===== config.mk =====
export PLATFORM = sky130hd
export DESIGN_NAME = check_password
export DESIGN_NICKNAME = d
export VERILOG_FILES = /design/src/rtl/check_password_pkg.sv /design/src/rtl/check_password_hold_timer.sv /design/src/rtl/check_password.sv
export SDC_FILE = /design/constraint.sdc
export NUM_CORES = 1
export LEC_CHECK = 0
export CAP_MARGIN = 10
export CORE_MARGIN = 8
export CORE_UTILIZATION = 44
export CTS_BUF_LIST = sky130_fd_sc_hd__clkbuf_4 sky130_fd_sc_hd__clkbuf_8
export DETAILED_ROUTE_END_ITERATION = 16
export GPL_TIMING_DRIVEN = 1
export PLACE_DENSITY = 0.77
export SLEW_MARGIN = 20
export SYNTH_ARGS = -nofsm -noshare
export SYNTH_HDL_FRONTEND = slang
export SYNTH_SLANG_ARGS = --single-unit

===== constraint.sdc =====
create_clock -name clk -period 1.75 [get_ports clk]
set_input_delay 0.4375 -clock clk [delete_from_list [all_inputs] [get_ports clk]]
set_output_delay 0.4375 -clock clk [all_outputs]
set_load 0.01 [all_outputs]

===== src/rtl/check_password_pkg.sv =====
// Shared definitions for the password reader/writer pair: FSM encoding,
// entry geometry and the stored-digit selector.
package check_password_pkg;

  localparam int PWD_LEN = 4;
  localparam int DIGIT_W = 4;

  localparam logic [2:0] LAST_DIGIT = 3'(PWD_LEN - 1);

  localparam logic [2:0] ST_IDLE  = 3'd0;
  localparam logic [2:0] ST_ENTRY = 3'd1;
  localparam logic [2:0] ST_OPEN  = 3'd2;
  localparam logic [2:0] ST_DENY  = 3'd3;
  localparam logic [2:0] ST_LOCK  = 3'd4;

  function automatic logic [DIGIT_W-1:0] pick_digit(
    input logic [2:0]         idx,
    input logic [DIGIT_W-1:0] p0,
    input logic [DIGIT_W-1:0] p1,
    input logic [DIGIT_W-1:0] p2,
    input logic [DIGIT_W-1:0] p3
  );
    logic [DIGIT_W-1:0] d;
    case (idx)
      3'd0:    d = p0;
      3'd1:    d = p1;
      3'd2:    d = p2;
      3'd3:    d = p3;
      default: d = {DIGIT_W{1'b0}};
    endcase
    return d;
  endfunction

endpackage


===== src/rtl/check_password_hold_timer.sv =====
// Loadable down-counter with a zero flag; times the OPEN and LOCK windows.
module hold_timer #(
  parameter int W = 6
) (
  input  logic         clk,
  input  logic         rst,
  input  logic         load,
  input  logic [W-1:0] load_value,
  output logic         zero
);

  localparam logic [W-1:0] ONE = W'(1);

  logic [W-1:0] count_r;

  // Load wins over counting; the counter parks at zero.
  always_ff @(posedge clk or posedge rst) begin
    if (rst) begin
      count_r <= {W{1'b0}};
    end else if (load) begin
      count_r <= load_value;
    end else if (count_r != {W{1'b0}}) begin
      count_r <= count_r - ONE;
    end else begin
      count_r <= count_r;
    end
  end

  assign zero = (count_r == {W{1'b0}});

endmodule


===== src/rtl/check_password.sv =====
// Keypad password checker: collects a full entry, compares it digit by digit
// against the stored words, and drives unlock/fail with a timed lockout.
module check_password
  import check_password_pkg::*;
#(
  parameter int MAX_FAIL      = 3,
  parameter int UNLOCK_CYCLES = 16,
  parameter int LOCK_CYCLES   = 64
) (
  input  logic                            clk,
  input  logic                            rst,
  input  logic [DIGIT_W-1:0]              keyValue,
  input  logic                            enable,
  input  logic                            check,
  input  logic [DIGIT_W-1:0]              pwd0,
  input  logic [DIGIT_W-1:0]              pwd1,
  input  logic [DIGIT_W-1:0]              pwd2,
  input  logic [DIGIT_W-1:0]              pwd3,
  output logic                            unlock,
  output logic                            fail,
  output logic                            locked,
  output logic [2:0]                      digitCount,
  output logic [$clog2(MAX_FAIL+1)-1:0]   failCount
);

  localparam int FAIL_W    = $clog2(MAX_FAIL + 1);
  localparam int TIMER_MAX = (UNLOCK_CYCLES > LOCK_CYCLES) ? UNLOCK_CYCLES : LOCK_CYCLES;
  localparam int TIMER_W   = $clog2(TIMER_MAX);

  localparam logic [FAIL_W-1:0]  FAIL_LIMIT = FAIL_W'(MAX_FAIL);
  localparam logic [FAIL_W-1:0]  FAIL_ONE   = FAIL_W'(1);
  localparam logic [TIMER_W-1:0] OPEN_LOAD  = TIMER_W'(UNLOCK_CYCLES - 1);
  localparam logic [TIMER_W-1:0] LOCK_LOAD  = TIMER_W'(LOCK_CYCLES - 1);

  logic [2:0]         state_r, state_s;
  logic               mism_r, mism_s;
  logic [2:0]         digit_s;
  logic [FAIL_W-1:0]  fail_cnt_s;
  logic               key_s, digit_bad_s;
  logic               tmr_load_s, tmr_zero_s;
  logic [TIMER_W-1:0] tmr_val_s;

  hold_timer #(.W(TIMER_W)) u_timer (
    .clk        (clk),
    .rst        (rst),
    .load       (tmr_load_s),
    .load_value (tmr_val_s),
    .zero       (tmr_zero_s)
  );

  // Next-state and bookkeeping decisions for the entry FSM.
  always_comb begin
    key_s       = check & enable;
    digit_bad_s = (keyValue != pick_digit(digitCount, pwd0, pwd1, pwd2, pwd3));
    state_s     = state_r;
    mism_s      = mism_r;
    digit_s     = digitCount;
    fail_cnt_s  = failCount;
    tmr_load_s  = 1'b0;
    tmr_val_s   = {TIMER_W{1'b0}};
    case (state_r)
      ST_IDLE: begin
        if (key_s) begin
          state_s = ST_ENTRY;
          digit_s = 3'd1;
          mism_s  = digit_bad_s;
        end else begin
          state_s = ST_IDLE;
        end
      end
      ST_ENTRY: begin
        if (!check) begin
          state_s = ST_IDLE;
          digit_s = 3'd0;
          mism_s  = 1'b0;
        end else if (enable) begin
          if (digitCount == LAST_DIGIT) begin
            // The last digit's own compare must take part in the verdict.
            digit_s = 3'd0;
            mism_s  = 1'b0;
            if (mism_r | digit_bad_s) begin
              state_s = ST_DENY;
              if (failCount < FAIL_LIMIT) begin
                fail_cnt_s = failCount + FAIL_ONE;
              end else begin
                fail_cnt_s = failCount;
              end
            end else begin
              state_s    = ST_OPEN;
              fail_cnt_s = {FAIL_W{1'b0}};
              tmr_load_s = 1'b1;
              tmr_val_s  = OPEN_LOAD;
            end
          end else begin
            digit_s = digitCount + 3'd1;
            mism_s  = mism_r | digit_bad_s;
          end
        end else begin
          state_s = ST_ENTRY;
        end
      end
      ST_OPEN: begin
        if (tmr_zero_s) begin
          state_s = ST_IDLE;
        end else begin
          state_s = ST_OPEN;
        end
      end
      ST_DENY: begin
        if (failCount == FAIL_LIMIT) begin
          state_s    = ST_LOCK;
          tmr_load_s = 1'b1;
          tmr_val_s  = LOCK_LOAD;
        end else begin
          state_s = ST_IDLE;
        end
      end
      ST_LOCK: begin
        if (tmr_zero_s) begin
          state_s    = ST_IDLE;
          fail_cnt_s = {FAIL_W{1'b0}};
        end else begin
          state_s = ST_LOCK;
        end
      end
      default: begin
        state_s    = ST_IDLE;
        digit_s    = 3'd0;
        mism_s     = 1'b0;
        fail_cnt_s = {FAIL_W{1'b0}};
      end
    endcase
  end

  // State and registered outputs; flags are decoded from the next state.
  always_ff @(posedge clk or posedge rst) begin
    if (rst) begin
      state_r    <= ST_IDLE;
      mism_r     <= 1'b0;
      digitCount <= 3'd0;
      failCount  <= {FAIL_W{1'b0}};
      unlock     <= 1'b0;
      fail       <= 1'b0;
      locked     <= 1'b0;
    end else begin
      state_r    <= state_s;
      mism_r     <= mism_s;
      digitCount <= digit_s;
      failCount  <= fail_cnt_s;
      unlock     <= (state_s == ST_OPEN);
      fail       <= (state_s == ST_DENY);
      locked     <= (state_s == ST_LOCK);
    end
  end

endmodule


==> results <==
-- area by class of cell --
type | instances | area (µm²)
timing repair buffer | 59 | 529
clock buffer | 4 | 36.3
fill | 155 | 583
tap | 30 | 37.5
sequential | 18 | 454
multi-input combinational | 93 | 798
inverter | 9 | 38.8
-- stage by stage --
stage	setup WS [ns]	util (%)
after global placement	-0.433	65.9
after CTS	-0.173	73.7
after global routing	-0.366	76.5
final	-0.253	76.5
after floorplan	-0.0751	-
after detailed placement	-0.522	65.9
-- layout by cell type, fill, tap and decap left out, types with 3 or more instances in the layout --
cell type / n
nand2_1: 11
nor2_1: 6
clkbuf_4: 3
a21oi_2: 4
dfrtp_2: 3
buf_6: 3
dfrtp_1: 15
xnor2_2: 4
clkdlybuf4s50_1: 29
inv_1: 7
nand4_1: 3
a22oi_2: 8
buf_4: 25
nor3_1: 3
a21oi_1: 6
ha_4: 3
or3_1: 5
-- repair_timing --
action / CTS / global route
buffers inserted: 6 / 6
gates resized for setup: 27 / 7
pin swaps: 9 / 9
cloned: 0 / 0
endpoints found under the setup margin: 14 / 15
-- power groups by stage --
stage	Clock, µW	Combinational [µW]	Sequential [µW]
after floorplan	0	30.3	426
after global placement	0	106	426
after detailed placement	0	110	426
after CTS	260	130	418
after global routing	288	156	418
final	255	148	417
-- state kept, by name, indices dropped and copies added (netlist names) --
signal and count:
digitCount 3, fail 1, failCount 2, locked 1, mism_r 1, state_r 3
u_timer.count_r 6, unlock 1
-- worst min-delay path, stage by stage --
cell	delay, ns
clkdlybuf4s50_1	0.40
inv_1	0.06
buf_4	0.24
-- synth_stat cells --
cell       number  area share, %
a21o_1          1           0.66
a21o_2          1           0.77
a21oi_1        10            4.4
a22o_1          1           0.77
a22oi_1         8            5.3
a2bb2oi_1       2            1.5
a31oi_1         1           0.55
a32o_1          1           0.88
and3b_2         1           0.88
and4_1          2            1.5
buf_2           1           0.44
clkbuf_1        1           0.33
dfrtp_1        18             39
ha_1            6            6.6
inv_1           9            3.0
mux2_2          1           0.99
mux2i_1         2            1.8
nand2_1        11            3.6
nand2b_1        1           0.55
nand3_1         1           0.44
nand3_2         1           0.88
nand3b_1        2            1.3
nand4_1         3            1.6
nand4b_1        1           0.77
nor2_1          6            2.0
nor2b_1         1           0.55
nor3_1          4            1.8
nor3b_1         2            1.3
nor4_1          1           0.55
nor4b_4         1            2.1
o211ai_1        1           0.66
o21ai_0         3            1.3
o21ba_2         1           0.88
o22ai_1         3            1.6
o2bb2ai_1       1           0.77
or2_2           2            1.1
or3_1           5            2.7
xnor2_1         5            3.8
-- logic make-up after synthesis --
family | count (synthesis) | share of synthesized area (%)
muxes | 3 | 2.74
AOI/OAI and AO/OA | 34 | 20.0
buffers and inverters | 11 | 3.72
DFF | 18 | 39.4
and+or+nand+nor | 45 | 23.7
adders and majority gates | 6 | 6.57
xor gates and xnor gates | 5 | 3.83
-- routing by layer --
metal	up-vias	track usage, %	part of all wire, %
met1	592	17.7	38
li1	573	-	-
met4	0	6.53	3.2
met3	12	3.69	4.2
met5	-	0	0
met2	49	29.5	54
-- how the worst min path moves through the flow --
stage | slack (ns) | end | depth (start not counted)
global placement | 0.47 | mism_r | 1
floorplan | 0.38 | digitCount[1] | 1
CTS | 0.47 | digitCount[1] | 3
detailed placement | 0.48 | mism_r | 1
finish | 0.46 | mism_r | 3
global route | 0.45 | mism_r | 3
==> flow_summary.toml <==
[logic_synthesis]
synth_cell_type_count = 38
synthesis.nets = 152
seq_area_frac_synth_pct = 39.4
syn_area_um2 = 1140
syn_inst = 122
yosys_register_bits = 18
syn_area_per_cell_um2 = 9.36
yosys_warnings = 0

[routing]
num_vias = 1226
vias_per_cell = 5.76
ant_nets = 0
drcViolationCount = 0
dr.pass1.iters = 4
initialDrtViolationCount = 54
drt-total-wl_mm = 3.80
wl_per_cell_um = 17.8

[critical_path]
r2r_cells = 10
crit_end = "unlock"
critPathKind = "flip-flop to flip-flop"
crit_arrival_ns = 2.24
reg2reg_to = "unlock"
worstSetupStartpoint = "digitCount[0]"
cp_num_buf_inv = 3
cp.depth = 10
required_ns = 1.98
end_kind = "flip-flop"
cp_slowest_cell = "dfrtp_2"
rrSetupSlack_ns = -0.25
cp_top_family = "flip-flops"
path_cells = "inv_4 -> ha_4 -> a22oi_2 -> a21oi_2 -> xnor2_2 -> nand3_2 -> buf_4 -> buf_6 -> nor3_4 -> o21ba_2"
worstSetupStartpointType = "flip-flop"
r2r-start = "digitCount[0]"
cp_max_fo = 5
timing.critical_path.slowest_cell_delay_ns = 0.48

[timing]
worstMarginPinSlew_ns = 0.363
fin_crit_ns = 2.00
setup_tns_ns = -2.64
slew_violations = 0
min_period_over_period_pct = 114
holdWs_ns = 0.456
fin_ws_ns = -0.253
setup_violations = 13
finalHoldViolCount = 0
maxSlewHeadroom_pct = 75.7
fin_worst_skew_ns = 0.0113
rsz0062_at_grt = "true"
fmax_mhz = 499

[global_route]
grt_pass1_vias = 1230
grt_pass1_wl_mm = 5.65
track_usage_pct = 16.3
grt_remaining_overflow = 0
grt_max_degree = 19
antenna_found_initial = 0

[final_layout]
nets = 214
layout-drive-gt1-share_pct = 37.2
final_cells = 213
syn2layout_area_growth_pct = 65.8
fin_area_um2 = 1890
diodes = 0

[floorplanning]
pin_count = 32
core_area_um2 = 2480
rows = 18
die_area_um2 = 4480
dieWidth_um = 67.0
die_h_um = 67.0
initial_core_util_pct = 46.1

[place]
gp_congestion = 0.792
hpwlAfterDp_mm = 2.48
portBuffers = 31
placed_cells = 200
place_area_um2 = 1630

[power_and_ir_drop]
powerDensity_nw_per_um2 = 433
finalPower_uw = 820
power.switching_uw = 183
seq_power_share_pct = 50.9
leakagePower_uw = 0.000852
swShare_pct = 22.4
power_frac_clock_pct = 31.1
p_comb_share_pct = 18.1
max-vdd-ir-drop_v = 0.000706
internal-power_uw = 637

[clocking]
worst_skew_pair.late_latency_ns = 0.30
cts_tree = "built"
h-tree-depth = 1
clkTransAtPathRegs_ns = 0.11
root_buffer = "clkbuf_4"
cts.sink_count = 18
cts_made_buffers = 3
hold_buffers = 0
cts_buffer_depth = 2

[run_status]
violations = "setup timing"
outcome = "complete, but fails checks"

[job]
maxCapViolCount = 0

[worst_hold_path]
hold_path.class = "primary input to async pin"
No activity file was read; power rests on OpenSTA's default activity.
